$ cat src/rtl/snn_timestep_sequencer.sv
// Timestep sequencer for the two-layer delayed SNN: frame intake, settle window,
// output sampling, delay-line tick and windowed per-neuron spike counting.
module snn_spike_counter #(
    parameter int CNT_W = 8
) (
    input  logic             clk,
    input  logic             i_clr,
    input  logic             i_inc,
    output logic [CNT_W-1:0] o_count
);
    logic [CNT_W-1:0] r_count;

    always_ff @(posedge clk) begin
        if (i_clr)
            r_count <= '0;
        else if (i_inc && (r_count != {CNT_W{1'b1}}))
            r_count <= r_count + 1'b1;
    end

    assign o_count = r_count;
endmodule

module snn_timestep_sequencer #(
    parameter int M1       = 24,
    parameter int N2       = 2,
    parameter int CNT_W    = 8,
    parameter int SETTLE_W = 4
) (
    input  logic                clk,
    input  logic                reset,
    input  logic [SETTLE_W-1:0] cfg_settle_cycles,
    input  logic [7:0]          cfg_window_len,
    input  logic                frame_valid,
    output logic                frame_ready,
    input  logic [M1-1:0]       frame_spikes,
    output logic [M1-1:0]       net_input_spikes,
    output logic                net_enable,
    output logic                net_delay_clk,
    input  logic [N2-1:0]       net_output_spikes,
    output logic                result_valid,
    input  logic                result_ready,
    output logic [N2*CNT_W-1:0] result_counts,
    output logic                busy
);
    typedef enum logic [1:0] {WAIT_FRAME, RUN, TICK, EMIT} state_t;

    state_t                      r_state, w_next;
    logic [M1-1:0]               r_in_spikes;
    logic [SETTLE_W-1:0]         r_settle, r_s_lat;
    logic [7:0]                  r_step, r_win;
    logic [N2-1:0][CNT_W-1:0]    w_counts;
    logic                        w_accept, w_last_run, w_clr_counts;
    logic [7:0]                  w_step_nxt;

    assign w_accept     = frame_valid && (r_state == WAIT_FRAME);
    assign w_last_run   = (r_state == RUN) && (r_settle == r_s_lat);
    assign w_clr_counts = reset || ((r_state == EMIT) && result_ready);
    assign w_step_nxt   = r_step + 8'd1;

    always_ff @(posedge clk) begin
        if (reset) r_state <= WAIT_FRAME;
        else       r_state <= w_next;
    end

    always_comb begin
        w_next = r_state;
        case (r_state)
            WAIT_FRAME: if (w_accept) w_next = RUN;
            RUN:        if (r_settle == r_s_lat) w_next = TICK;
            TICK:       w_next = (w_step_nxt == r_win) ? EMIT : WAIT_FRAME;
            EMIT:       if (result_ready) w_next = WAIT_FRAME;
            default:    w_next = WAIT_FRAME;
        endcase
    end

    // Window length is captured only on the first frame so mid-window edits are inert.
    always_ff @(posedge clk) begin
        if (reset) begin
            r_in_spikes <= '0;
            r_settle    <= '0;
            r_s_lat     <= '0;
            r_step      <= '0;
            r_win       <= 8'd1;
        end else begin
            case (r_state)
                WAIT_FRAME: if (w_accept) begin
                    r_in_spikes <= frame_spikes;
                    r_s_lat     <= cfg_settle_cycles;
                    r_settle    <= '0;
                    if (r_step == 8'd0)
                        r_win <= (cfg_window_len == 8'd0) ? 8'd1 : cfg_window_len;
                end
                RUN:  r_settle <= r_settle + 1'b1;
                TICK: begin
                    r_in_spikes <= '0;
                    r_step      <= w_step_nxt;
                end
                EMIT: if (result_ready) r_step <= '0;
                default: ;
            endcase
        end
    end

    for (genvar gi = 0; gi < N2; gi++) begin : g_cnt
        snn_spike_counter #(.CNT_W(CNT_W)) u_cnt (
            .clk     (clk),
            .i_clr   (w_clr_counts),
            .i_inc   (w_last_run && net_output_spikes[gi]),
            .o_count (w_counts[gi])
        );
    end

    assign frame_ready      = (r_state == WAIT_FRAME);
    assign busy             = (r_state != WAIT_FRAME);
    assign net_enable       = (r_state == RUN);
    assign net_delay_clk    = (r_state == TICK);
    assign result_valid     = (r_state == EMIT);
    assign result_counts    = (r_state == EMIT) ? w_counts : '0;
    assign net_input_spikes = r_in_spikes;
endmodule

$ cat config.mk
export PLATFORM = sky130hd
export DESIGN_NAME = snn_timestep_sequencer
export DESIGN_NICKNAME = d
export VERILOG_FILES = /design/src/rtl/snn_timestep_sequencer.sv
export SDC_FILE = /design/constraint.sdc
export NUM_CORES = 1
export LEC_CHECK = 0
export BUFFER_PORTS_ARGS = -buffer_cell sky130_fd_sc_hd__buf_4
export CORE_MARGIN = 2
export CORE_UTILIZATION = 56
export DETAILED_ROUTE_END_ITERATION = 7
export PLACE_DENSITY = 0.93
export SETUP_SLACK_MARGIN = 0.2
export SYNTH_ARGS = -nofsm -noshare
export SYNTH_HDL_FRONTEND = slang
export SYNTH_SLANG_ARGS = --single-unit
$ cat constraint.sdc
create_clock -name clk -period 2.7 [get_ports clk]
set_input_delay 0.27 -clock clk [delete_from_list [all_inputs] [get_ports clk]]
set_output_delay 0.27 -clock clk [all_outputs]
set_load 0.01 [all_outputs]
# Word-level counts from Yosys, hierarchy flattened
# Cells that the tools add are included.
word_totals:
  word_cells: 56
  in_bits: 42
  output_inout_bits: 45
  ff_bits: 66
op_classes:
  reduce_logical: 21
  muxes: 13
  addsub: 4
  eq_ne: 10
ops:
  columns: ["cell", "count"]
  rows:
  - ["one-hot mux 24 bit (2 select lines)", 1]
  - ["adder 8 x 1 -> 8 bit, second input constant", 3]
  - ["two-way mux 24 bit", 1]
  - ["zero test 8 bit", 2]
  - ["two-way mux 16 bit", 1]
  - ["two-way mux 8 bit", 2]
  - ["!= test 8 bit, second input constant", 2]
  - ["one-hot mux 8 bit (2 select lines)", 1]
  - ["== test 8 bit", 1]
  - ["two-way mux 2 bit", 4]
  - ["one-hot mux 2 bit (4 select lines)", 1]
  - ["one-hot mux 4 bit (2 select lines)", 1]
  - ["AND reduction 2 bit", 4]
  - ["nonzero test 2 bit", 4]
  - ["logical AND 1 bit", 7]
  - ["!= test 2 x 1 -> 1 bit, second input constant", 3]
  - ["AND reduction 3 bit", 2]
  - ["adder 4 x 1 -> 4 bit, second input constant", 1]
  - ["== test 2 bit, second input constant", 2]
  - ["== test 4 bit", 1]
  - ["two-way mux 4 bit", 1]
  - ["== test 2 x 1 -> 1 bit, second input constant", 1]
  - ["zero test 2 bit", 1]
  - ["logical OR 1 bit", 1]

# Logic depth before layout (Yosys ltp)
depth:
  depth_word: 4
  depth_mapped: 7
  mapped_depth_nobuf: 7

# By module
# From an unflattened synthesis, not the netlist that was laid out.
unflattened:
  hier_cells: 393
  area_unflattened_um2: 3276.9
by_module_without_submodules:
  columns: ["mod", "area_per_inst_um2", "cells_per_inst", "instances", "seq_area_each_um2"]
  rows:
  - ["snn_timestep_sequencer", 2416.1, 301, 1, 1001.0]
  - ["snn_spike_counter", 430.4, 46, 2, 160.2]

# Worst setup path before layout
# No wires, ideal clock.
synth_path:
  path_type: "register to register"
  from: "reg r_step[0]"
  to: "reg r_state[0]"
  setup_slack_ns: 1.047
  setup_ns: 0.086
  period_less_slack_ns: 1.653
  stages_incl_launch_ff: 8
  n_path_buf: 0
  arrival_time_ns: 1.566
  t_required_ns: 2.614
  cell_sequence: "dfxtp_1 -> inv_1 -> ha_1 -> xnor2_1 -> nand3_1 -> a211oi_2 -> o211ai_2 -> a221oi_2"
synth_between:
  elab_chain_cells: 4
synth_lines:
  columns: ["element", "line", "rtl"]
  rows:
  - ["start: declaration", "50", "logic [7:0] r_step, r_win;"]
  - ["start signal: assignment", "96", "r_step <= w_step_nxt;"]
  - ["adder 8 x 1 -> 8 bit", "58", "assign w_step_nxt = r_step + 8'd1;"]
  - ["== test 8 bit", "70", "TICK: w_next = (w_step_nxt == r_win) ? EMIT : WAIT_FRAME;"]
  - ["two-way mux 2 bit", "70", null]
  - ["one-hot mux 2 bit (4 select lines)", "67", "case (r_state)"]
  - ["end signal: assignment", "62", "else r_state <= w_next;"]
  - ["end: declaration", "47", "state_t r_state, w_next;"]
# No other way between the ends.
# A chain may end at the register's enable or synchronous reset.

# Worst setup path after layout
layout_path:
  from: "reg r_state[1]"
  to: "out net_enable"
layout_between:
  elab_chain_cells: 1
layout_lines:
  columns: ["element", "line", "rtl"]
  rows:
  - ["== test 2 x 1 -> 1 bit", "115", "assign net_enable = (r_state == RUN);"]
  - ["end: declaration", "37", "output logic net_enable,"]
# No other way between the ends.

==> impl_metrics.json <==
{
  "status": "complete, no violations",
  "achievable-frequency_mhz": 468.4,
  "num_antenna_cells": 0,
  "grt_pass1_wl_um": 13230,
  "path_max_fanout": 28,
  "number_of_synthesized_flops_with_an_enable_pin": 0,
  "critical-path-max-stage-delay_ns": 0.89,
  "distinct_cell_type_count_after_synthesis": 46,
  "worst_clock_skew_ns": 0.01158,
  "detailedRoute.firstIterationViolations": 284,
  "drt-total-wl_um": 8310,
  "yosys.area.top_type": "sky130_fd_sc_hd__dfxtp_1",
  "grt_remaining_overflow": 0,
  "syn-instance-count": 397,
  "clockRootBuffer": "sky130_fd_sc_hd__clkbuf_8",
  "final_hold_viol_count": 0,
  "post_cts_repair_timing_setup_buffer_count": 0,
  "placement_rows": 27,
  "pin_count": 87,
  "final.period_utilization_pct": 79.07,
  "seq_cells_post_synth": 66,
  "tritoncts_clock_tree": "done",
  "grt_antenna_before_repair": 0,
  "max-cap-violations": 0,
  "tritoncts_num_sinks": 66,
  "total_leakage_power_nw": 1.719,
  "yosys_most_used_dff": "sky130_fd_sc_hd__dfxtp_1",
  "category_of_the_critical_setup_timing_path": "reg -> out",
  "period_minus_slack_ns": 2.135,
  "number_of_gates_on_the_worst_path_with_buffers_counted": 3,
  "htree_num_levels": 3,
  "clk_latency_ns": 0.35,
  "clkTransAtPathRegs_ns": 0.08,
  "io_buffers": 86,
  "die_y_um": 79.69,
  "worst_path_bufs_invs": 2,
  "initial_core_util_pct": 58.26,
  "rsz0062_at_grt": "no",
  "setup_total_negative_slack_ns": 0,
  "ir_drop_mv": 0.4813,
  "power_density_mw_per_mm2": 688.0,
  "remaining_drc_errors": 0,
  "yosys.area.top_type_share_pct": 41.19,
  "drv_slew": 0,
  "place_inst": 535,
  "synthesis.area_per_instance_sq_um": 8.081,
  "synthesis.nets": 444,
  "via_per_inst": 5.764,
  "setup_crit_start": "r_state[1]",
  "final_cell_count_no_fill": 551,
  "first_global_vias": 2933,
  "grt_usage_pct": 26.34,
  "dieArea_sq_mm": 0.006351,
  "synthToLayoutAreaGrowth_pct": 28.35,
  "layout-drive-gt1-share_pct": 25.89,
  "synth.cell_area_sq_mm": 0.003208,
  "finalNetCount": 521,
  "critPathTopFamily": "flip-flops",
  "tritoncts_buffers": 9,
  "worst_r2r_path_depth": 6,
  "min_delay_path_depth": 3,
  "timing_worst_slew_pin_value_ns": 0.8668,
  "place_hpwl_um": 5529,
  "crit_path_top_delay_cell": "sky130_fd_sc_hd__dfxtp_1",
  "postRouteAntennaNets": 0,
  "grt_start_max_net_pins": 52,
  "slew_headroom_pct": 42.13,
  "synthTopCellsByArea": "sky130_fd_sc_hd__dfxtp_1, sky130_fd_sc_hd__a21oi_1, sky130_fd_sc_hd__xnor2_1",
  "critical_path_required_ns": 2.43,
  "min_from": "frame_spikes[7]",
  "layout.core_utilization_pct": 74.78,
  "hp-class": "in -> reg",
  "synthesis.yosys.warnings": 0,
  "place_congestion": 0.9356,
  "timing.critical_path.arrival_ns": 1.86,
  "worst_r2r_startpoint": "r_state[1]",
  "worstSetupStartpointType": "flop",
  "report.final.setup_viol": 0,
  "drt-wirelength-per-cell_um": 15.08,
  "synthArstFlopShare_pct": 0,
  "ctsLongestPathBuffers": 2,
  "placeableCoreArea_sq_mm": 0.005507,
  "drt_first_pass_iters": 5,
  "worstSetupEndpointType": "output pin",
  "postCtsHoldBufs": 0,
  "timing.critical_path.cells": "nand2b_4, clkinv_2, buf_4",
  "vias": 3176,
  "die_w_um": 79.69,
  "seq_area_frac_synth_pct": 41.19,
  "ctsResizeCount": 0
}
-- final timing paths --
path                                                   to  slack, ns
worst max-delay path                           net_enable       0.57
worst min-delay path                  net_input_spikes[7]       0.16
worst max register to register  g_cnt[1].u_cnt.o_count[7]       0.64
worst min register to register                 r_s_lat[0]       0.47
-- cells in the mapped netlist (4+ instances only) --
cell type and number:
sky130_fd_sc_hd__ha_1 5, sky130_fd_sc_hd__clkbuf_1 13, sky130_fd_sc_hd__nand2_1 46, sky130_fd_sc_hd__nor4_1 8, sky130_fd_sc_hd__inv_1 10, sky130_fd_sc_hd__xor2_1 4
sky130_fd_sc_hd__nand4_1 6, sky130_fd_sc_hd__xnor2_1 20, sky130_fd_sc_hd__dfxtp_1 66, sky130_fd_sc_hd__nor3_1 10, sky130_fd_sc_hd__o21ai_0 9, sky130_fd_sc_hd__mux2i_1 8
sky130_fd_sc_hd__a21oi_1 45, sky130_fd_sc_hd__nand3_1 34, sky130_fd_sc_hd__buf_2 7, sky130_fd_sc_hd__and3_1 16, sky130_fd_sc_hd__nor2_1 42
-- layout by cell type, fill, tap and decap left out, drive strengths merged, types with 4 or more instances in the layout --
| master | instances |
|---|---|
| nand2 | 47 |
| nor3 | 10 |
| xor2 | 4 |
| nor4 | 8 |
| a211oi | 5 |
| xnor2 | 20 |
| mux2i | 8 |
| clkbuf | 9 |
| a21oi | 45 |
| o211ai | 4 |
| dfxtp | 66 |
| ha | 5 |
| and3 | 16 |
| nor2 | 42 |
| nand3 | 36 |
| o21ai | 10 |
| buf | 92 |
| nand4 | 6 |
| inv | 10 |
-- metrics by stage --
step	setup slack, ns	total power [mW]	hold slack (ns)	area, sq um
after floorplan	1.047	1.571	0.4060	3208
after global placement	0.8324	1.801	0.4532	3876
after detailed placement	0.7434	1.828	0.4587	3876
after CTS	0.6303	2.829	0.1530	4118
after global routing	0.5088	2.940	0.1545	4118
final	0.5651	2.833	0.1611	4118
-- power breakdown --
part | total, mW | switching, mW | internal [mW]
registers | 1.15 | 0.0954 | 1.06
logic | 0.668 | 0.382 | 0.287
clock network | 1.01 | 0.402 | 0.611
-- state kept, by name, summed over array words and instances, names as in the netlist --
signal               cells
g_cnt.u_cnt.o_count     16
r_settle                 4
r_state                  2
r_s_lat                  4
net_input_spikes        24
r_win                    8
r_step                   8
-- cells by family after synthesis --
logic type	count (synthesis)	share of synthesized area [%]
AO/OA/AOI/OAI	77	15.09
XOR/XNOR	24	6.552
adder cells (fa/ha/maj)	5	1.950
buffers and inverters	37	4.992
flip-flops	66	41.19
multiplexers	9	2.847
AND/OR/NAND/NOR	179	27.38
-- cell type report --
type	count	area, sq um
Inverter	11	42.54
Multi-Input combinational cell	294	1732
Fill cell	388	1389
Clock buffer	9	123.9
Timing Repair Buffer	92	690.7
Tap cell	72	90.09
Sequential cell	66	1321
Clock inverter	7	117.6
-- worst reg2reg max path, cell delays in order, from the launching register on --
cell and delay (ns):
sky130_fd_sc_hd__dfxtp_1 0.89, sky130_fd_sc_hd__nand2b_4 0.32, sky130_fd_sc_hd__clkinv_2 0.13, sky130_fd_sc_hd__o211ai_1 0.22, sky130_fd_sc_hd__nor4_1 0.13, sky130_fd_sc_hd__xnor2_1 0.18
sky130_fd_sc_hd__nor2_1 0.06
-- per-layer routing --
metal | up-vias | wire [um] | global-route usage (%)
met3 | 20 | 614 | 7.805
met4 | 0 | 158 | 10.52
met2 | 135 | 4059 | 43.36
li1 | 1542 | - | -
met5 | - | 0 | 0
met1 | 1479 | 3477 | 32.19
(Power assumes the default switching activity.)
